### src/rtl/fetch_stage.sv
// Multithreaded instruction fetch: round-robin PC issue, in-order response tagging,
// and a killable output buffer feeding decode.
module fetch_stage #(
    parameter int unsigned  NUM_THREADS = 4,
    parameter logic [31:0]  RESET_PC    = 32'h0000_0000,
    parameter int unsigned  DEPTH       = 4,
    localparam int unsigned TW          = (NUM_THREADS > 1) ? $clog2(NUM_THREADS) : 1
) (
    input  logic          clk,
    input  logic          rst,
    input  logic          stall_i,
    input  logic          redirect_i,
    input  logic [TW-1:0] redirect_tid_i,
    input  logic [31:0]   redirect_pc_i,
    output logic          imem_req_o,
    output logic [31:0]   imem_addr_o,
    input  logic          imem_ready_i,
    input  logic          imem_valid_i,
    input  logic [31:0]   imem_data_i,
    output logic          instr_valid_o,
    output logic [31:0]   instr_o,
    output logic [31:0]   pc_o,
    output logic [TW-1:0] thread_id_o
);
    localparam int unsigned   AW       = (DEPTH > 1) ? $clog2(DEPTH) : 1;
    localparam int unsigned   CW       = $clog2(DEPTH + 1);
    localparam logic [TW-1:0] LAST_TID = TW'(NUM_THREADS - 1);
    localparam logic [AW-1:0] LAST_IDX = AW'(DEPTH - 1);
    localparam logic [CW-1:0] FULL_CNT = CW'(DEPTH);

    logic [31:0]      r_pc [NUM_THREADS];
    logic [TW-1:0]    r_rr;

    // Tags of requests accepted by memory but not yet answered
    logic [31:0]      r_pend_pc  [DEPTH];
    logic [TW-1:0]    r_pend_tid [DEPTH];
    logic [DEPTH-1:0] r_pend_kill;
    logic [AW-1:0]    r_pend_rd, r_pend_wr;
    logic [CW-1:0]    r_pend_cnt;

    // Answered instructions waiting for decode
    logic [31:0]      r_buf_data [DEPTH];
    logic [31:0]      r_buf_pc   [DEPTH];
    logic [TW-1:0]    r_buf_tid  [DEPTH];
    logic [DEPTH-1:0] r_buf_kill;
    logic [AW-1:0]    r_buf_rd, r_buf_wr;
    logic [CW-1:0]    r_buf_cnt;

    logic [CW-1:0]    w_count;
    logic             w_redir_rr, w_accept, w_resp, w_resp_kill;
    logic             w_head_vld, w_head_kill, w_pop;

    function automatic logic [AW-1:0] idx_inc(input logic [AW-1:0] idx);
        return (idx == LAST_IDX) ? '0 : idx + AW'(1);
    endfunction

    always_comb begin
        w_count       = r_pend_cnt + r_buf_cnt;
        w_redir_rr    = redirect_i && (redirect_tid_i == r_rr);
        imem_req_o    = !rst && (w_count < FULL_CNT) && !w_redir_rr;
        imem_addr_o   = r_pc[r_rr];
        w_accept      = imem_req_o && imem_ready_i;
        w_resp        = !rst && imem_valid_i && (r_pend_cnt != '0);
        // A redirect landing on the same edge as the response must still kill it
        w_resp_kill   = r_pend_kill[r_pend_rd] ||
                        (redirect_i && (redirect_tid_i == r_pend_tid[r_pend_rd]));
        w_head_vld    = (r_buf_cnt != '0);
        w_head_kill   = r_buf_kill[r_buf_rd];
        w_pop         = w_head_vld && (w_head_kill || !stall_i);
        instr_valid_o = !rst && w_head_vld && !w_head_kill;
        instr_o       = instr_valid_o ? r_buf_data[r_buf_rd] : '0;
        pc_o          = instr_valid_o ? r_buf_pc[r_buf_rd]   : '0;
        thread_id_o   = instr_valid_o ? r_buf_tid[r_buf_rd]  : '0;
    end

    always_ff @(posedge clk) begin
        if (rst) begin
            for (int i = 0; i < NUM_THREADS; i++) r_pc[i] <= RESET_PC;
            r_rr        <= '0;
            r_pend_rd   <= '0;
            r_pend_wr   <= '0;
            r_pend_cnt  <= '0;
            r_pend_kill <= '0;
            r_buf_rd    <= '0;
            r_buf_wr    <= '0;
            r_buf_cnt   <= '0;
            r_buf_kill  <= '0;
        end else begin
            if (w_accept) begin
                r_pc[r_rr] <= r_pc[r_rr] + 32'd4;
                r_rr       <= (r_rr == LAST_TID) ? '0 : r_rr + TW'(1);
                r_pend_wr  <= idx_inc(r_pend_wr);
            end
            if (redirect_i && (32'(redirect_tid_i) < NUM_THREADS))
                r_pc[redirect_tid_i] <= redirect_pc_i;
            if (w_resp) begin
                r_pend_rd <= idx_inc(r_pend_rd);
                r_buf_wr  <= idx_inc(r_buf_wr);
            end
            if (w_pop) r_buf_rd <= idx_inc(r_buf_rd);
            r_pend_cnt <= r_pend_cnt + CW'(w_accept) - CW'(w_resp);
            r_buf_cnt  <= r_buf_cnt + CW'(w_resp) - CW'(w_pop);
            for (int i = 0; i < DEPTH; i++) begin
                if (redirect_i && (r_pend_tid[i] == redirect_tid_i)) r_pend_kill[i] <= 1'b1;
                if (redirect_i && (r_buf_tid[i] == redirect_tid_i))  r_buf_kill[i]  <= 1'b1;
            end
            if (w_accept) r_pend_kill[r_pend_wr] <= 1'b0;
            if (w_resp)   r_buf_kill[r_buf_wr]   <= w_resp_kill;
        end
    end

    // Payload storage; occupancy is tracked by the pointers above
    always_ff @(posedge clk) begin
        if (w_accept) begin
            r_pend_pc[r_pend_wr]  <= r_pc[r_rr];
            r_pend_tid[r_pend_wr] <= r_rr;
        end
        if (w_resp) begin
            r_buf_data[r_buf_wr] <= imem_data_i;
            r_buf_pc[r_buf_wr]   <= r_pend_pc[r_pend_rd];
            r_buf_tid[r_buf_wr]  <= r_pend_tid[r_pend_rd];
        end
    end
endmodule

### config.mk
export PLATFORM = sky130hd
export DESIGN_NAME = fetch_stage
export DESIGN_NICKNAME = d
export VERILOG_FILES = /design/src/rtl/fetch_stage.sv
export SDC_FILE = /design/constraint.sdc
export NUM_CORES = 1
export LEC_CHECK = 0
export ABC_AREA = 1
export BUFFER_PORTS_ARGS = -buffer_cell sky130_fd_sc_hd__buf_2
export CORE_MARGIN = 8
export CORE_UTILIZATION = 47
export DETAILED_ROUTE_END_ITERATION = 16
export SYNTH_ARGS = -nofsm -noshare
export SYNTH_HDL_FRONTEND = slang
export SYNTH_SLANG_ARGS = --single-unit
### constraint.sdc
create_clock -name clk -period 4.1 [get_ports clk]
set_input_delay 0.205 -clock clk [delete_from_list [all_inputs] [get_ports clk]]
set_output_delay 0.205 -clock clk [all_outputs]
set_load 0.02 [all_outputs]
==> results.py, run 1 <==
metrics = {
    "routing": {
        "drt_wl_total_um": 65700,
        "antenna_left": 0,
        "first_pass_iters": 5,
        "drc": 0,
        "routedWlPerCell_um": 19.8,
        "drt_iter0_drc": 1512,
        "vias": 18100,
        "drt-vias-per-instance": 5.45,
    },
    "finish": {
        "final_common_cell": "edfxtp_1",
        "area_delta_synth_final_pct": 15.9,
        "nFillCells": 4477,
        "final_nets": 2672,
        "multi_input_area_mm2": 0.00729,
        "mostFrequentLayoutCells": "edfxtp_1 (528), nand2_1 (436), nor2_1 (381)",
        "fin_area_mm2": 0.0289,
        "layout-drive-gt1-share_pct": 15.2,
        "final_cells": 3314,
        "seq_area_mm2": 0.0165,
    },
    "global_routing": {
        "gr-total-overflow": 0,
        "track_usage_pct": 21.3,
        "grt_pass1_wl_um": 102000,
        "grt_max_degree": 70,
        "antenna_found_initial": 1,
        "grt_pass1_vias": 17600,
    },
    "synth": {
        "synth_seq_cells": 558,
        "synth_cell_type_count": 46,
        "async_flop_share_pct": 0,
        "ys_warn_count": 0,
        "syn_inst": 2369,
        "synth_nets": 2460,
        "netlist_area_mm2": 0.0250,
        "yosysSeqAreaShare_pct": 66.0,
        "syn_area_per_cell_um2": 10.5,
        "ys.flop_type": "edfxtp_1",
        "synth_edf_count": 528,
    },
    "power": {
        "p_per_area_mw_per_mm2": 648,
        "peakVddDrop_mv": 0.407,
        "leakagePower_uw": 0.0110,
    },
    "timing": {
        "fin_crit_sh_pct": 82.2,
        "tns_ps": 0,
        "tightest_slew_ps": 1090,
        "fin_skew_ps": 18.1,
        "finalMaxSlewViolations": 0,
        "period_minus_slack_ps": 3370,
        "maxSlewHeadroom_pct": 27.7,
        "rsz0062_at_grt": "false",
        "setup_viol": 0,
        "max_freq_mhz": 297,
        "finalHoldViolCount": 0,
    },
    "critical_path": {
        "slowest_stage": "dfxtp_4",
        "path_cells": "inv_2 -> a21oi_1 -> o21ai_0 -> a21oi_1 -> buf_2",
        "worstReg2RegEnd": "r_pc[3][25]",
        "end_kind": "output port",
        "crit_type": "reg2out",
        "required_ps": 3890,
        "reg2reg_depth": 12,
        "startpoint_type": "flop",
        "cp_data_arrival_time_ps": 3170,
        "crit_top_cell": "a21oi_1",
        "rrSetupSlack_ps": 1100,
        "cp_max_fo": 69,
        "max_stage_delay_ps": 850,
    },
    "status": {
        "outcome": "finished clean",
    },
    "worst_hold_path": {
        "hold_depth": 3,
        "worstHoldStart": "imem_valid_i",
        "hold_class": "in2reg",
    },
    "floorplanning": {
        "die-width_um": 246,
        "die_area_mm2": 0.0607,
        "num_io_pins": 172,
        "initial_utilization_pct": 47.5,
        "placementRows": 84,
        "die_y_um": 246,
        "coreArea_mm2": 0.0526,
    },
    "placement": {
        "routabilityCongestion": 0.891,
        "dp_cells": 3143,
        "hpwl_um": 41100,
        "portBuffers": 171,
        "place_area_mm2": 0.0265,
    },
    "cts": {
        "postCtsSetupRepairBufs": 0,
        "cts.path.max_buffers": 3,
        "cts_buffers": 57,
        "clk_latency_ps": 620,
        "clkTransAtPathRegs_ps": 60,
        "cts_tree": "done",
        "cts-root-buf": "clkbuf_16",
        "cts.sinks": 558,
        "htreeDepth": 2,
    },
    "job": {
        "max_cap_viol_count": 0,
    },
}
stage by stage:
stage                     worst slack, ps  power (uW)  util (%)  hold slack (ps)
after CTS                             667       18900      55.0             28.3
final                                 729       18700      55.0             63.9
after global placement               1180       13800      50.4              417
after global routing                  487       19800      55.0             60.7
after floorplan                       691       11800         -              304
after detailed placement             1160       13900      50.4              422
registers in the layout, summed over array words and instances, names as in the netlist, 3 cells and up, named ones only:
register	count
r_pc	128
r_pend_cnt	3
r_buf_pc	128
r_buf_cnt	3
r_pend_tid	8
r_buf_data	128
r_buf_kill	4
r_buf_tid	8
r_pend_kill	4
r_pend_pc	128
cells in the mapped netlist (all sizes together), types with 2 or more instances:
library cell,count,share of area (%)
a211oi,2,0.060
a21oi,85,1.7
a221oi,2,0.070
and2,2,0.050
buf,55,1.4
clkbuf,78,1.2
dfxtp,30,2.4
edfxtp,528,64
fa,2,0.16
ha,17,0.85
inv,153,2.3
nand2,472,7.5
nand3,104,2.2
nand3b,3,0.090
nand4,45,1.1
nor2,407,6.6
nor3,8,0.20
o211ai,4,0.12
o21ai,253,5.1
o21bai,4,0.18
o221ai,2,0.070
o22ai,92,2.3
o31ai,3,0.090
xnor2,5,0.18
xor2,5,0.18
where the power goes:
group          internal [uW]  total, uW  switching (uW)
sequential              7310       7640             324
clock                   2750       4900            2150
combinational           1620       6210            4590
total                  11700      18700            7060
timing repair:
item,CTS,global route
endpoints found under the hold margin,244,0
hold buffers,67,0
gates resized for setup,0,0
cell type report:
type                            instances  area share (%)
Clock inverter                         35            1.02
Inverter                              154            2.03
Tap cell                              688            2.98
Multi-Input combinational cell       1524            25.2
Timing Repair Buffer                  286            6.74
Antenna cell                            1         0.00865
Sequential cell                       558            56.9
Clock buffer                           68            5.08
critical path, delay by kind of cell (launching register included):
family,cells,cell delay (ps)
flops,1,850
buf+inv,2,850
compound gates,3,780
worst max path at each step:
| stage | start | depth (start not counted) | slack [ps] | to |
|---|---|---|---|---|
| floorplan | r_pend_cnt[1] | 8 | 690 | r_pend_pc[3][0] |
| global placement | r_pend_cnt[1] | 10 | 1180 | r_pc[0][23] |
| detailed placement | r_pend_cnt[1] | 10 | 1160 | r_pc[0][31] |
| CTS | r_buf_rd[0] | 9 | 670 | pc_o[4] |
| global route | r_buf_rd[0] | 9 | 490 | pc_o[4] |
| finish | flop | 5 | 730 | thread_id_o[0] |
metal layers:
layer,GRT usage (%),vias up,routed length [um]
met3,3.90,113,4630
li1,-,8655,-
met5,0,-,0
met2,35.2,620,31400
met4,5.66,0,1520
met1,28.9,8678,28200
cell families after synthesis:
logic type               count (synthesis)  share of synthesized area (%)
AO/OA/AOI/OAI                          452                           9.84
XOR/XNOR                                10                          0.351
adder cells (fa/ha/maj)                 19                           1.01
buffers and inverters                  287                           4.94
flip-flops                             558                           66.0
AND/OR/NAND/NOR                       1043                           17.9
Power figures use the tool's default switching activity.
==> inputs of run 2 (changes only) <==
--- a/config.mk
+++ b/config.mk
@@ -10,6 +10,7 @@
 export CORE_MARGIN = 8
 export CORE_UTILIZATION = 47
 export DETAILED_ROUTE_END_ITERATION = 16
+export PLACE_DENSITY = 0.67
 export SYNTH_ARGS = -nofsm -noshare
 export SYNTH_HDL_FRONTEND = slang
 export SYNTH_SLANG_ARGS = --single-unit
==> constraint.sdc (replaced) <==
create_clock -name clk -period 2.82 [get_ports clk]
set_input_delay 0.141 -clock clk [delete_from_list [all_inputs] [get_ports clk]]
set_output_delay 0.141 -clock clk [all_outputs]
set_load 0.02 [all_outputs]
==> run 2 against run 1 <==
Effect of this change:
- clock power is 50% higher
- routed wire length fell by 0.68%
- sequential share of layout area fell by 1.0 points
- highest routed layer unchanged
- largest cell class unchanged
- die area stayed put
- global-route usage is 0.20 points lower
- cell count up 0.97%
- first-iteration DRC count is 2.9% higher
==> results.py, run 2 (synthesis results as in run 1) <==
metrics = {
    "status": {
        "outcome": "finished clean",
    },
    "finish": {
        "mostFrequentLayoutCells": "edfxtp_1 (528), nand2_1 (436), nor2_1 (381)",
        "area_delta_synth_final_pct": 18.0,
        "final_cells": 3346,
        "final_nets": 2703,
        "final_common_cell": "edfxtp_1",
        "layout-drive-gt1-share_pct": 16.3,
        "seq_area_mm2": 0.0165,
        "nFillCells": 4452,
        "multi_input_area_mm2": 0.00730,
    },
    "cts": {
        "cts-root-buf": "clkbuf_16",
        "htreeDepth": 2,
        "cts.sinks": 558,
        "cts_buffers": 57,
        "clkTransAtPathRegs_ps": 60,
        "clk_latency_ps": 630,
        "postCtsSetupRepairBufs": 0,
        "cts_tree": "done",
        "cts.path.max_buffers": 3,
    },
    "timing": {
        "tightest_slew_ps": 923,
        "fin_crit_sh_pct": 93.4,
        "fin_ws_ps": 187,
        "rsz0062_at_grt": "false",
        "period_minus_slack_ps": 2630,
        "finalHoldViolCount": 0,
        "fin_skew_ps": 29.9,
        "setup_viol": 0,
        "finalMaxSlewViolations": 0,
        "maxSlewHeadroom_pct": 38.5,
        "max_freq_mhz": 380,
    },
    "placement": {
        "dp_cells": 3171,
        "hpwl_um": 40000,
        "pre_cts_slack_ps": 185,
        "routabilityCongestion": 0.924,
        "portBuffers": 171,
    },
    "power": {
        "power_uw": 27900,
        "peakVddDrop_mv": 0.586,
        "p_sw_uw": 10400,
        "internal-power_uw": 17600,
        "p_per_area_mw_per_mm2": 949,
        "leakagePower_uw": 0.0112,
        "pwr-share-comb_pct": 34.5,
        "switching_share_pct": 37.1,
        "p_seq_share_pct": 39.3,
        "p_clk_share_pct": 26.2,
    },
    "global_routing": {
        "grt_pass1_vias": 18100,
        "grt_pass1_wl_um": 101000,
        "track_usage_pct": 21.1,
        "gr-total-overflow": 0,
        "grt_max_degree": 133,
        "antenna_found_initial": 2,
    },
    "floorplanning": {
        "placementRows": 84,
        "num_io_pins": 172,
        "die_y_um": 246,
        "die_area_mm2": 0.0607,
        "initial_utilization_pct": 47.5,
        "coreArea_mm2": 0.0526,
        "die-width_um": 246,
    },
    "critical_path": {
        "end_kind": "output port",
        "slowest_stage": "dfxtp_1",
        "cp_max_fo": 66,
        "cp_top_family": "buffers and inverters",
        "startpoint_type": "flop",
        "path_buf_inv": 4,
        "crit_type": "reg2out",
        "path_cells": "inv_1 -> nand2_1 -> nand3_1 -> and2_1 -> nor3_2 -> inv_2 -> buf_12 -> a21oi_1 -> buf_2",
        "cp_data_arrival_time_ps": 2490,
        "required_ps": 2680,
        "max_stage_delay_ps": 410,
    },
    "job": {
        "max_cap_viol_count": 0,
    },
    "routing": {
        "drt_wl_total_um": 65300,
        "drt-vias-per-instance": 5.49,
        "antenna_left": 0,
        "vias": 18400,
        "first_pass_iters": 6,
        "routedWlPerCell_um": 19.5,
        "drt_iter0_drc": 1556,
        "drc": 0,
    },
    "worst_hold_path": {
        "hold_class": "in2reg",
    },
}
## run 2: routing by layer
metal | vias up | GRT usage [%] | share of wire, % | wire length (um)
met5 | - | 0 | 0 | 0
met4 | 0 | 7.00 | 2.9 | 1920
met3 | 134 | 3.73 | 7.8 | 5120
met2 | 765 | 35.9 | 49 | 31800
met1 | 8741 | 27.2 | 40 | 26400
li1 | 8738 | - | - | -
## run 2: tightest hold or removal path, delay by kind of cell
family                 cells  cell delay (ps)
AND/OR/NAND/NOR            1               60
AO/OA/AOI/OAI              1              170
buffers and inverters      1              190
XOR/XNOR                   1              150
## run 2: timing repair
action | in CTS | in global routing
hold endpoints to repair | 274 | 0
hold buffers | 70 | 0
setup endpoints to repair | 0 | 54
gates resized for setup | 0 | 3
## run 2: cell type report
class / count / share of cell area [%]
sequential: 558 / 55.9
multi-input combinational: 1524 / 24.8
timing repair buffer: 317 / 8.17
clock buffer: 74 / 5.16
tap: 688 / 2.92
inverter: 154 / 1.99
clock inverter: 28 / 0.999
antenna: 3 / 0.0255
## run 2: power groups by stage
stage | Sequential, uW | Clock, uW | Combinational (uW)
2_1_floorplan | 11000 | 0 | 6200
3_3_place_gp | 11100 | 0 | 9300
3_5_place_dp | 11100 | 0 | 9510
4_1_cts | 11000 | 7480 | 9650
5_1_grt | 11100 | 7790 | 10600
6_report | 11000 | 7330 | 9640
## run 2: path summary, 6_finish.rpt
kind | cells after the start | slack (ps) | start | endpoint
worst max register to register | 13 | 210 | flop | r_pc[2][24]
worst min-delay path | 4 | 130 | redirect_tid_i[0] | r_pend_kill[3]
worst min register to register | 2 | 510 | r_pend_kill[1] | r_pend_kill[1]
worst max-delay path | 9 | 190 | r_buf_rd[0] | pc_o[19]
## run 2: per-stage QoR
step	setup TNS, ps	hold WS, ps	instance area, um2	util, %
after detailed placement	0	359	26900	51.2
final	0	131	29400	56.0
after global routing	0	171	29400	56.0
after global placement	0	350	26900	51.2
after CTS	0	82.6	29400	56.0
after floorplan	-8120	240	25000	-
